File: config.mk
export PLATFORM = sky130hd
export DESIGN_NAME = int_ctrl
export DESIGN_NICKNAME = d
export VERILOG_FILES = /design/src/rtl/int_ctrl.sv
export SDC_FILE = /design/constraint.sdc
export NUM_CORES = 1
export LEC_CHECK = 0
export CAP_MARGIN = 40
export CORE_ASPECT_RATIO = 0.75
export CORE_MARGIN = 4
export CORE_UTILIZATION = 37
export DETAILED_ROUTE_END_ITERATION = 10
export PLACE_DENSITY = 0.77
export SETUP_SLACK_MARGIN = 0.15
export SYNTH_ARGS = -nofsm -noshare
export SYNTH_HDL_FRONTEND = slang
export SYNTH_SLANG_ARGS = --single-unit
File: constraint.sdc
create_clock -name clk -period 1.6 [get_ports clk]
set_clock_uncertainty 0.2 [all_clocks]
set_input_delay 0.4 -clock clk [delete_from_list [all_inputs] [get_ports clk]]
set_output_delay 0.4 -clock clk [all_outputs]
set_load 0.1 [all_outputs]
File: src/rtl/int_ctrl.sv
// Six-source nesting interrupt controller feeding CP0 HWInt.
// Latches level/edge requests, masks them, and forwards only sources above the in-service threshold.
module int_ctrl #(
  parameter int unsigned N = 6
) (
  input  logic          clk,
  input  logic          reset,
  input  logic [N-1:0]  irq_in,
  input  logic [1:0]    addr,
  input  logic          we,
  input  logic [31:0]   wdata,
  output logic [31:0]   rdata,
  input  logic          int_ack,
  output logic [N-1:0]  hwint,
  output logic [2:0]    irq_id
);

  localparam logic [1:0] ADDR_PEND = 2'd0;
  localparam logic [1:0] ADDR_MASK = 2'd1;
  localparam logic [1:0] ADDR_MODE = 2'd2;
  localparam logic [1:0] ADDR_ISR  = 2'd3;
  localparam logic [2:0] ID_NONE   = 3'd7;

  logic [N-1:0] pend_q, pend_d;
  logic [N-1:0] mask_q, mask_d;
  logic [N-1:0] mode_q, mode_d;
  logic [N-1:0] isr_q, isr_d;
  logic [N-1:0] prev_q;
  logic [N-1:0] hwint_q, hwint_d;

  logic [N-1:0] isr_top_oh;
  logic [N-1:0] above_thr;
  logic [N-1:0] w1c;
  logic [N-1:0] mode_chg;
  logic [N-1:0] ack_oh;
  logic [N-1:0] pend_edge;
  logic         seen;
  logic         eoi;
  logic         ack_valid;
  logic         unused_wdata;

  assign unused_wdata = ^wdata[31:N];
  assign hwint        = hwint_q;

  // Priority decode of the registered request vector.
  always_comb begin
    irq_id = ID_NONE;
    for (int i = 0; i < int'(N); i++) begin
      if (hwint_q[i]) irq_id = 3'(i);
    end
  end

  // Highest in-service bit, and the set of sources strictly above it.
  always_comb begin
    isr_top_oh = '0;
    above_thr  = '0;
    seen       = 1'b0;
    for (int i = 0; i < int'(N); i++) begin
      if (isr_q[i]) isr_top_oh = N'(1) << i;
    end
    for (int i = int'(N) - 1; i >= 0; i--) begin
      seen         = seen | isr_q[i];
      above_thr[i] = ~seen;
    end
  end

  // Next-state for all registers; writes and ack both see pre-edge state.
  always_comb begin
    eoi       = we && (addr == ADDR_ISR);
    w1c       = (we && (addr == ADDR_PEND)) ? wdata[N-1:0] : '0;
    mode_chg  = (we && (addr == ADDR_MODE)) ? (wdata[N-1:0] ^ mode_q) : '0;
    ack_valid = int_ack && (irq_id != ID_NONE);
    ack_oh    = ack_valid ? (N'(1) << irq_id) : '0;

    // Edge set wins over W1C/ack clear; a mode change clears regardless.
    pend_edge = (irq_in & ~prev_q) | (pend_q & ~(w1c | ack_oh));
    pend_d    = ((mode_q & pend_edge) | (~mode_q & irq_in)) & ~mode_chg;

    mask_d  = (we && (addr == ADDR_MASK)) ? wdata[N-1:0] : mask_q;
    mode_d  = (we && (addr == ADDR_MODE)) ? wdata[N-1:0] : mode_q;
    isr_d   = (eoi ? (isr_q & ~isr_top_oh) : isr_q) | ack_oh;
    hwint_d = pend_q & mask_q & above_thr;
  end

  always_ff @(posedge clk) begin
    if (!reset) begin
      pend_q  <= '0;
      mask_q  <= '0;
      mode_q  <= '0;
      isr_q   <= '0;
      prev_q  <= '0;
      hwint_q <= '0;
    end else begin
      pend_q  <= pend_d;
      mask_q  <= mask_d;
      mode_q  <= mode_d;
      isr_q   <= isr_d;
      prev_q  <= irq_in;
      hwint_q <= hwint_d;
    end
  end

  // Register read mux.
  always_comb begin
    rdata = '0;
    case (addr)
      ADDR_PEND: rdata = 32'(pend_q);
      ADDR_MASK: rdata = 32'(mask_q);
      ADDR_MODE: rdata = 32'(mode_q);
      ADDR_ISR:  rdata = {21'd0, irq_id, 2'd0, 6'(isr_q)};
      default:   rdata = '0;
    endcase
  end

endmodule

==> results.yml <==
clock_network:
  cts_inserted_buffers: 5
  clk_pin_slew_ps: 80
  cts_root_buffer: "clkbuf_8"
  cts_tree: "yes"
  clkLatencyLatePin_ps: 300
  htreeDepth: 2
  clock-sinks: 36
  cts_buffer_depth: 2
placed_design:
  postPlaceCellArea_um2: 2821
  dp_slack_ps: -829.8
  gp_congestion: 0.7870
  hpwlAfterDp_um: 3640
  port-buffer-count: 35
die:
  io_pins: 85
  die_y_um: 69.10
  dieWidth_um: 89.47
  core_area_um2: 4624
  die-area_um2: 6182
  start_util_pct: 39.83
  rows: 21
worst_hold_path:
  min_to: "hwint[2]"
  hold_path_depth: 2
  hold_start: "mask_q[2]"
  hold_path.class: "reg -> reg"
logic_synthesis:
  yosysWarnings: 0
  synthFlopType: "dfxtp_1"
  syn-cell-area_um2: 1842
  postSynthAreaPerCell_um2: 9.028
  synth_top_area_cell: "dfxtp_1"
  synth-seq-area-share_pct: 39.13
  ys_ff_latch: 36
  async_flop_share_pct: 0
  yosys-top-cells-area: "dfxtp_1 (39%), buf_4 (9.8%), nand2_1 (7.7%)"
  yosysUniqueCellTypes: 39
  syn_inst: 204
  yosys.area.top_type_share_pct: 39.13
  synth-edff-count: 0
timing:
  min_period_ps: 2009
  timing.final.ws_setup_ps: -409.3
  holdWs_ps: 255.8
  drv_slew: 0
  post-route-period-util_pct: 125.6
  setup_tns_ps: -4405
  rsz0062_at_grt: "yes"
  setup_viol_count_final: 17
  max_freq_mhz: 497.7
  hold_viol: 0
global_routing:
  grt_pass1_vias: 1778
  gr-total-overflow: 0
  grt.busiest_layer: "met2"
  antenna_found_initial: 0
  use_met2_pct: 29.52
  grtUsageTotal_pct: 18.33
  grt_util_met1_pct: 23.62
  use_met3_pct: 4.524
  grt_pass1_wl_um: 8804
  grt_start_max_net_pins: 31
routing:
  ant_nets: 0
  drcViolationCount: 0
  via_per_inst: 5.113
  dr.first_iter.drc_count: 121
  wirelength_um: 6297
  vias: 1902
  dr.pass1.iters: 4
  post_drt_wl_per_cell_um: 16.93
final_layout:
  layout-drive-gt1-share_pct: 54.29
  antenna_cells: 0
  layout-area-overhead-vs-synth_pct: 85.26
  fin_area_um2: 3412
  nets: 358
power:
  peakVddDrop_mv: 0.4713
  power.leakage_nw: 1.464
  power_density_nw_per_um2: 690.6
setup_path:
  rr_endpoint: "isr_q[0]"
  reg2reg_from: "isr_q[5]"
  critPathRequiredTime_ps: 1000
  start_kind: "flop"
  ff2ff_setup_slack_ps: -30
  worst_ep_arrival_time_ps: 1410
  crit_fanout: 3
  crit_path_end_kind: "output pin"
  crit_type: "reg -> out"
  reg2reg_depth: 5
run_status:
  status: "finished, violations left"
  violations: "setup timing"
job:
  drv_cap: 0
logic make-up after synthesis:
| logic type | Yosys count | synth area share [%] |
|---|---|---|
| buf+inv | 31 | 11.34 |
| other cells | 1 | 0.2036 |
| simple gates | 87 | 25.00 |
| compound gates | 33 | 11.82 |
| mux | 12 | 10.60 |
| xor+xnor | 4 | 1.902 |
| flops | 36 | 39.13 |
cells in the final DEF (no fill, tap or decap), types with 7 or more instances in the layout:
cell type        synthesis  routed
nand2_1                 38      25
dfxtp_1                 36      26
nand2_2                  0      10
buf_4                   24      49
buf_6                    0      23
clkdlybuf4s50_1          0      12
conb_1                   1      23
buf_12                   0      21
o21ai_2                  0       7
nor2b_1                 11       8
synth_stat cells (all sizes together) (2+ instances only):
cell type and instances:
a21oi 6, a32oi 2, nor3 6, mux4 6, dfxtp 36, a21boi 11
nand2b 3, nor4 3, nand3 3, buf 26, clkbuf 4, nor2b 11
xnor2 4, or4 2, o21ai 8, nor2 5, and2 6, nand3b 3
mux2i 6, nor3b 2, nand4 3, nand2 38
layer usage:
layer	part of all wire, %	up-vias
li1	-	887
met1	40	921
met2	50	80
met3	7.9	14
met4	2.2	0
met5	0	-
what timing repair did:
item,in CTS,in global routing
gates cloned,1,0
resized for setup,70,36
setup endpoints to repair,44,43
hold buffers,0,0
buffers inserted,17,8
pin swaps,32,16
endpoints found under the hold margin,0,0
state kept, by name, summed over array words and instances (netlist names):
register	cells
hwint	6
isr_q	6
mask_q	6
mode_q	6
pend_q	6
prev_q	6
metrics by stage:
stage / utilization (%) / std cells / total power, mW
after floorplan: - / 226 / 1.455
after global placement: 61.01 / 338 / 1.608
after detailed placement: 61.01 / 338 / 1.616
after CTS: 69.62 / 364 / 2.321
after global routing: 73.78 / 372 / 2.439
final: 73.78 / 372 / 2.356
critical path, cell delays in order (launching register included):
cell	delay [ps]
dfxtp_4	360
nor2b_4	120
o21bai_1	150
a21o_4	140
nor2b_4	150
buf_12	180
final cells by class:
type | count | area (µm²)
inverters | 1 | 3.754
flip-flops and latches | 36 | 748.2
multi-input cells | 159 | 1260
fillers | 298 | 1212
well taps | 57 | 71.32
repair buffers | 111 | 1241
clock buffers | 5 | 68.82
clock inverters | 3 | 18.77
power breakdown:
part,internal (mW),switching (mW),total [mW]
Sequential,0.914,0.0146,0.929
Clock,0.304,0.356,0.659
Combinational,0.263,0.505,0.768
Total,1.48,0.875,2.36
how the worst max path moves through the flow:
stage	slack (ps)	end	startpoint
2_1_floorplan	-690	rdata[9]	hwint[1]
3_3_place_gp	-820	rdata[4]	addr[0]
3_5_place_dp	-830	rdata[4]	addr[0]
4_1_cts	-440	rdata[8]	hwint[0]
5_1_grt	-460	rdata[8]	hwint[0]
6_report	-410	rdata[8]	hwint[0]
Power figures use the tool's default switching activity.
